File: config.mk
export PLATFORM = sky130hd
export DESIGN_NAME = flex_serializer
export DESIGN_NICKNAME = d
export VERILOG_FILES = /design/src/rtl/flex_serializer.sv
export SDC_FILE = /design/constraint.sdc
export NUM_CORES = 1
export LEC_CHECK = 0
export BUFFER_PORTS_ARGS = -buffer_cell sky130_fd_sc_hd__buf_2
export CELL_PAD_IN_SITES_DETAIL_PLACEMENT = 1
export CELL_PAD_IN_SITES_GLOBAL_PLACEMENT = 2
export CORE_ASPECT_RATIO = 0.9
export CORE_MARGIN = 2
export CORE_UTILIZATION = 30
export DETAILED_ROUTE_END_ITERATION = 16
export GPL_TIMING_DRIVEN = 0
export PLACE_DENSITY = 0.62
export REMOVE_ABC_BUFFERS = 1
export SLEW_MARGIN = 40
export SYNTH_ARGS = -nofsm -noshare
export SYNTH_HDL_FRONTEND = slang
export SYNTH_SLANG_ARGS = --single-unit
export TNS_END_PERCENT = 5
File: constraint.sdc
create_clock -name clk -period 33.9 [get_ports clk]
set_clock_uncertainty 0.2 [all_clocks]
set_input_delay 3.39 -clock clk [delete_from_list [all_inputs] [get_ports clk]]
set_output_delay 3.39 -clock clk [all_outputs]
set_load 0.03 [all_outputs]
File: src/rtl/flex_serializer.sv
// Buffers IN_WIDTH-bit words and emits them as OUT_WIDTH-bit segments with
// downstream backpressure, per-word segment count and a last-segment marker.
module flex_serializer #(
   parameter int IN_WIDTH  = 512,
   parameter int OUT_WIDTH = 32,
   parameter int DEPTH     = 2,
   parameter bit MSB_FIRST = 1'b0,
   localparam int NUM_SEG  = IN_WIDTH / OUT_WIDTH,
   localparam int SEG_W    = $clog2(NUM_SEG) + 1,
   localparam int LVL_W    = $clog2(DEPTH + 1)
) (
   input  logic                 clk,
   input  logic                 reset,
   input  logic                 data_ready,
   output logic                 read_data,
   input  logic [IN_WIDTH-1:0]  data_in,
   input  logic [SEG_W-1:0]     seg_count,
   input  logic                 out_ready,
   output logic                 write_data,
   output logic [OUT_WIDTH-1:0] data_out,
   output logic                 data_last,
   output logic [LVL_W-1:0]     level
);
   localparam int PTR_W = (DEPTH > 1) ? $clog2(DEPTH) : 1;

   typedef enum logic [0:0] {IDLE = 1'b0, SEND = 1'b1} state_t;

   function automatic logic [OUT_WIDTH-1:0] seg_of(input logic [IN_WIDTH-1:0] word,
                                                   input logic [SEG_W-1:0] idx);
      int pos;
      pos = MSB_FIRST ? (NUM_SEG - 1 - int'(idx)) : int'(idx);
      return word[pos*OUT_WIDTH +: OUT_WIDTH];
   endfunction

   function automatic logic [SEG_W-1:0] eff_count(input logic [SEG_W-1:0] cnt);
      return ((cnt == {SEG_W{1'b0}}) || (cnt > SEG_W'(NUM_SEG))) ? SEG_W'(NUM_SEG) : cnt;
   endfunction

   function automatic logic [PTR_W-1:0] ptr_inc(input logic [PTR_W-1:0] p);
      return (p == PTR_W'(DEPTH - 1)) ? {PTR_W{1'b0}} : p + PTR_W'(1);
   endfunction

   logic [IN_WIDTH-1:0]  mem_data_r [DEPTH];
   logic [SEG_W-1:0]     mem_cnt_r  [DEPTH];
   state_t               state_r, state_s;
   logic [PTR_W-1:0]     rd_ptr_r, rd_ptr_s, wr_ptr_r, wr_ptr_s;
   logic [LVL_W-1:0]     level_r, level_s;
   logic [SEG_W-1:0]     seg_idx_r, seg_idx_s;
   logic [OUT_WIDTH-1:0] data_out_r, data_out_s;
   logic                 data_last_r, data_last_s;
   logic                 read_data_r, read_data_s;
   logic                 accept_s, xfer_s, done_s;
   logic [IN_WIDTH-1:0]  head_word_s, next_word_s;
   logic [SEG_W-1:0]     head_cnt_s, next_cnt_s;

   assign accept_s    = data_ready && read_data_r;
   assign xfer_s      = (state_r == SEND) && out_ready;
   assign done_s      = xfer_s && data_last_r;
   assign head_word_s = mem_data_r[rd_ptr_r];
   assign head_cnt_s  = mem_cnt_r[rd_ptr_r];
   // With only the finishing word held, a same-cycle accept is forwarded straight from the input.
   assign next_word_s = (level_r > LVL_W'(1)) ? mem_data_r[ptr_inc(rd_ptr_r)] : data_in;
   assign next_cnt_s  = (level_r > LVL_W'(1)) ? mem_cnt_r[ptr_inc(rd_ptr_r)] : eff_count(seg_count);
   assign level_s     = level_r + LVL_W'(accept_s) - LVL_W'(done_s);
   assign wr_ptr_s    = accept_s ? ptr_inc(wr_ptr_r) : wr_ptr_r;
   assign read_data_s = (level_s < LVL_W'(DEPTH));

   assign read_data  = read_data_r;
   assign write_data = (state_r == SEND);
   assign data_out   = data_out_r;
   assign data_last  = data_last_r;
   assign level      = level_r;

   // Next-state and next-segment selection.
   always_comb begin
      state_s     = state_r;
      seg_idx_s   = seg_idx_r;
      data_out_s  = data_out_r;
      data_last_s = data_last_r;
      rd_ptr_s    = rd_ptr_r;
      case (state_r)
         IDLE: begin
            if (level_r != {LVL_W{1'b0}}) begin
               state_s     = SEND;
               seg_idx_s   = {SEG_W{1'b0}};
               data_out_s  = seg_of(head_word_s, {SEG_W{1'b0}});
               data_last_s = (head_cnt_s == SEG_W'(1));
            end else begin
               state_s = IDLE;
            end
         end
         SEND: begin
            if (done_s) begin
               rd_ptr_s  = ptr_inc(rd_ptr_r);
               seg_idx_s = {SEG_W{1'b0}};
               if ((level_r > LVL_W'(1)) || accept_s) begin
                  data_out_s  = seg_of(next_word_s, {SEG_W{1'b0}});
                  data_last_s = (next_cnt_s == SEG_W'(1));
               end else begin
                  state_s     = IDLE;
                  data_last_s = 1'b0;
               end
            end else if (xfer_s) begin
               seg_idx_s   = seg_idx_r + SEG_W'(1);
               data_out_s  = seg_of(head_word_s, seg_idx_s);
               data_last_s = (seg_idx_s == (head_cnt_s - SEG_W'(1)));
            end else begin
               state_s = SEND;
            end
         end
         default: begin
            state_s     = IDLE;
            data_last_s = 1'b0;
         end
      endcase
   end

   // State register.
   always_ff @(posedge clk or negedge reset) begin
      if (!reset) begin
         state_r <= IDLE;
      end else begin
         state_r <= state_s;
      end
   end

   // Pointers, occupancy and registered output segment.
   always_ff @(posedge clk or negedge reset) begin
      if (!reset) begin
         rd_ptr_r    <= {PTR_W{1'b0}};
         wr_ptr_r    <= {PTR_W{1'b0}};
         level_r     <= {LVL_W{1'b0}};
         seg_idx_r   <= {SEG_W{1'b0}};
         data_out_r  <= {OUT_WIDTH{1'b0}};
         data_last_r <= 1'b0;
         read_data_r <= 1'b1;
      end else begin
         rd_ptr_r    <= rd_ptr_s;
         wr_ptr_r    <= wr_ptr_s;
         level_r     <= level_s;
         seg_idx_r   <= seg_idx_s;
         data_out_r  <= data_out_s;
         data_last_r <= data_last_s;
         read_data_r <= read_data_s;
      end
   end

   // Word buffer storage; contents are only meaningful between the pointers.
   always_ff @(posedge clk) begin
      if (accept_s) begin
         mem_data_r[wr_ptr_r] <= data_in;
         mem_cnt_r[wr_ptr_r]  <= eff_count(seg_count);
      end
   end
endmodule

==> summary.md <==
| Metric | Value |
|---|---|
| Status | finished, final reports clean |
| Type of origin of the critical path | input port |
| Yosys top cell by area | edfxtp_1 |
| CTS tree | built |
| Vias in the first global route | 26300 |
| Clock Path Buffers | 3 |
| Worst-path cell chain | buf_2 > and2_1 > inv_1 > nor2_4 > buf_16 > buf_8 > buf_16 > buf_16 > buf_16 > buf_8 > buf_16 > buf_8 > buf_16 |
| Critical path type | in2reg |
| # clock sinks | 1078 |
| Seq/Total Area, Yosys | 75.3% |
| Flop pwr share | between 30 and 40% |
| Most frequent cell after synthesis | edfxtp_1 |
| Post-synth ARST share | under 10% |
| Final GP Congestion | 0.747 |
| DP HPWL | 90.9 mm |
| Multiplexer share of the synthesized area | approximately 15% |
| Origin of the critical flop-to-flop path | rd_ptr_r |
| Synth warn | 0 |
| CORE AREA | 141000 µm² |
| Pre-antenna DRT Iters | 7 |
| Min-delay src | wr_ptr_r |
| Worst hold stages | 1 |
| Syn Inst Count | roughly 2100 |
| Final #Nets | 3333 |
| Netlist cell types | 54 |
| I/O Buffers | approximately 560 |
| GRT overflow | 0 |
| Top_reg_cell synth | edfxtp_1 |
| Residual DRC | 0 |
| Combinational group share of total power | 37.3% |
| LEAKAGE | 18.3 nW |
| Top Layer Used | met5 |
| Worst vdd rail ir drop | between 0.05 and 0.06 mV |
| Worst reg-to-reg setup slack | 30.07 ns |
| Worst min path class | reg2reg |
| 1st-iter DRT viols | 1371 |
| Worst-skew pair later-pin latency | 0.76 ns |
| Die H | 362 µm |
| Netlist Area Pre-Place | ~43000 µm² |
| # Max-Cap Violations | 0 |
| Min Hold Slack | approximately 0.36 ns |
| Via Count | 23600 |
| Commonest cells post-synth | edfxtp_1, mux4_2, mux2i_1 |
| DR WL/cell | about 26 µm |
| Final WL | 126 mm |
| Tcrit/Tclk final | approximately 17% |
| Post-CTS Setup Bufs | 0 |
| Reg2reg end | data_out[6] |
| Pint | between 0.003 and 0.004 W |
| Max frequency | 171 MHz |
| CTS buffer count | 116 |
| Pin count of the biggest net entering global routing | 43 |
| Met2 WL | 62.3 mm |
| Initial antenna violation count | 79 |
| Sw frac | 34.1% |
| Reg clk slew, reported paths | 0.06 ns |
| P per Cell Area | 93.6 nW/µm² |
| Initial core utilization | a little under a third |
| WHS Endpoint | wr_ptr_r |
| Die ar. | 145000 µm² |
| Vias per inst | 4.91 |
| XOR/XNOR Fraction of Synth Area | less than 1% |
| DR WL met3 | about 9.2 mm |
| CP Max Fanout | 18 |
| RSZ-0062 raised after global routing | false |
| Post-Synth Adder-Cell Area | 0.176% |
| Top cells by area, synth | edfxtp_1, mux4_2, mux2i_1 |
| Worst path bufs/invs | 11 |
| R2r worst-path depth | 9 |
| Final setup fails | 0 |
| Main combinational cell family by area after synthesis | multiplexers |
| Post-CTS sizing | 0 |
| Root Buffer | clkbuf_16 |
| Crit path largest cell delay | approximately 0.45 ns |
| Crit-path most repeated cell | buf_16 |
| Io pins | approximately 560 |
| Total Routing Usage GR | 17.2% |
| Die width | 402 µm |
| Row count | 131 |
| Number of nets with antenna violations after routing | 0 |
| Flops & latches, synth | 1078 |
| Hold Vio Cnt, Final | 0 |
| Min Tclk post-route | roughly 5.9 ns |
| Final Max Tran Viols | 0 |
| Number of flops mapped to enable cells by yosys | 1034 |
| Crit end category | flip-flop |
| Cts hold-fix bufs | 0 |
| Clock share of power | 25.6% |
| First-pass GRT wire length | approximately 180 mm |
| CP top delay family | buffers and inverters |
| P&R area growth vs syn | 24.8% |
| Met1 wire length | 50.5 mm |
| Share of layout cells above drive strength 1 | 37.8% |
| Fin util | 37.7% |
| Slew headroom | 50.7% |
| CP Data Arrival Time | 6.10 ns |
| Synth Area in Compound Gates | approximately 4.9% |
| Mean Syn Cell Area | approximately 20 µm² |
| Worst-Margin Slew | 0.734 ns |
| H-tree depth | 3 |
| Simple-Gate Fraction of Synth Area | 2.20% |
| Critical path's slowest cell | nor2_4 |
| Area share of the largest cell type after synthesis | between 70% and 80% |
| Req. time, crit path | 34.14 ns |
| P_sw | 0.00170 W |
metal layers:
layer  up-vias  track usage, %
met2       656            29.1
li1      10300               -
met3       255            5.71
met1     12200            21.0
met4        90            4.77
met5         -               0
worst max-delay path by stage:
stage	from	end	depth (start not counted)
floorplan	data_ready	mem_cnt_r[0][0]	3
global placement	data_ready	mem_data_r[0][173]	4
detailed placement	data_ready	mem_data_r[0][328]	13
CTS	data_ready	mem_data_r[0][392]	13
global route	data_ready	mem_data_r[0][360]	13
finish	data_ready	mem_data_r[0][360]	13
sequential cells by signal, summed over array words and instances, names as in the netlist:
signal and cells:
mem_cnt_r 10, mem_data_r 1024, data_out 32, level 2
data_last 1, rd_ptr_r 1, read_data 1, wr_ptr_r 1
seg_idx_r 5, write_data 1
final cells by class:
class	instances	area, µm²
multi-input combinational	925	9870
fill	14100	88100
inverter	11	51.3
antenna	37	92.6
clock inverter	67	751
tap	1862	2330
sequential	1078	32200
clock buffer	147	3090
timing repair buffer	674	4960
cells by family (layout without fill, tap and decap cells):
family / after synthesis / after routing
buffers and inverters: 139 / 899
AOI/OAI and AO/OA: 322 / 322
muxes: 382 / 382
and+or+nand+nor: 197 / 197
other: 0 / 37
xor gates and xnor gates: 18 / 18
DFF: 1078 / 1078
adders and majority gates: 6 / 6
cells in the final DEF, fill, tap and decap left out, types with 12 or more instances in the layout:
cell	instances
clkinv_1	17
clkbuf_16	116
diode_2	37
bufinv_16	12
or3_1	12
clkbuf_1	24
nor2_1	51
nor2b_1	20
nand3_1	16
a221oi_1	33
mux2_2	12
buf_12	46
nor3_1	33
buf_2	558
mux2i_1	162
nand2_1	36
a211oi_1	22
buf_16	22
a31oi_1	17
edfxtp_1	1034
a211o_1	21
o21ai_0	64
clkinv_2	19
dfrtp_1	39
mux4_2	208
buf_8	37
a22oi_1	14
a21oi_1	96
worst register-to-register path, cell delays in order (launching register included):
cell and delay [ns]:
dfrtp_4 0.55, buf_12 0.27, buf_12 0.29, buf_12 0.26
buf_12 0.23, buf_12 0.27, mux4_2 0.57, mux4_2 0.54
a2111oi_0 0.46, a311oi_1 0.09
metrics by stage:
step                      power (W)  cell area, µm²  worst slack (ns)   TNS, ns  std cells
after floorplan             0.00342           41900              7.25         0       2014
after global placement      0.00439           47000             -5.51  -2768.54       4433
after detailed placement    0.00378           49400             27.27         0       4550
after CTS                   0.00508           53200             28.08         0       4764
after global routing        0.00524           53300             27.95         0       4779
final                       0.00499           53300             28.05         0       4801
power by group through the flow:
stage	sequential, W	combinational, W	clock (W)
2_1_floorplan	0.00221	0.00121	0
3_3_place_gp	0.00238	0.00201	0
3_5_place_dp	0.00188	0.00190	0
4_1_cts	0.00186	0.00191	0.00132
5_1_grt	0.00188	0.00201	0.00136
6_report	0.00185	0.00186	0.00128
Note: power is estimated with default switching activity, not from simulation.
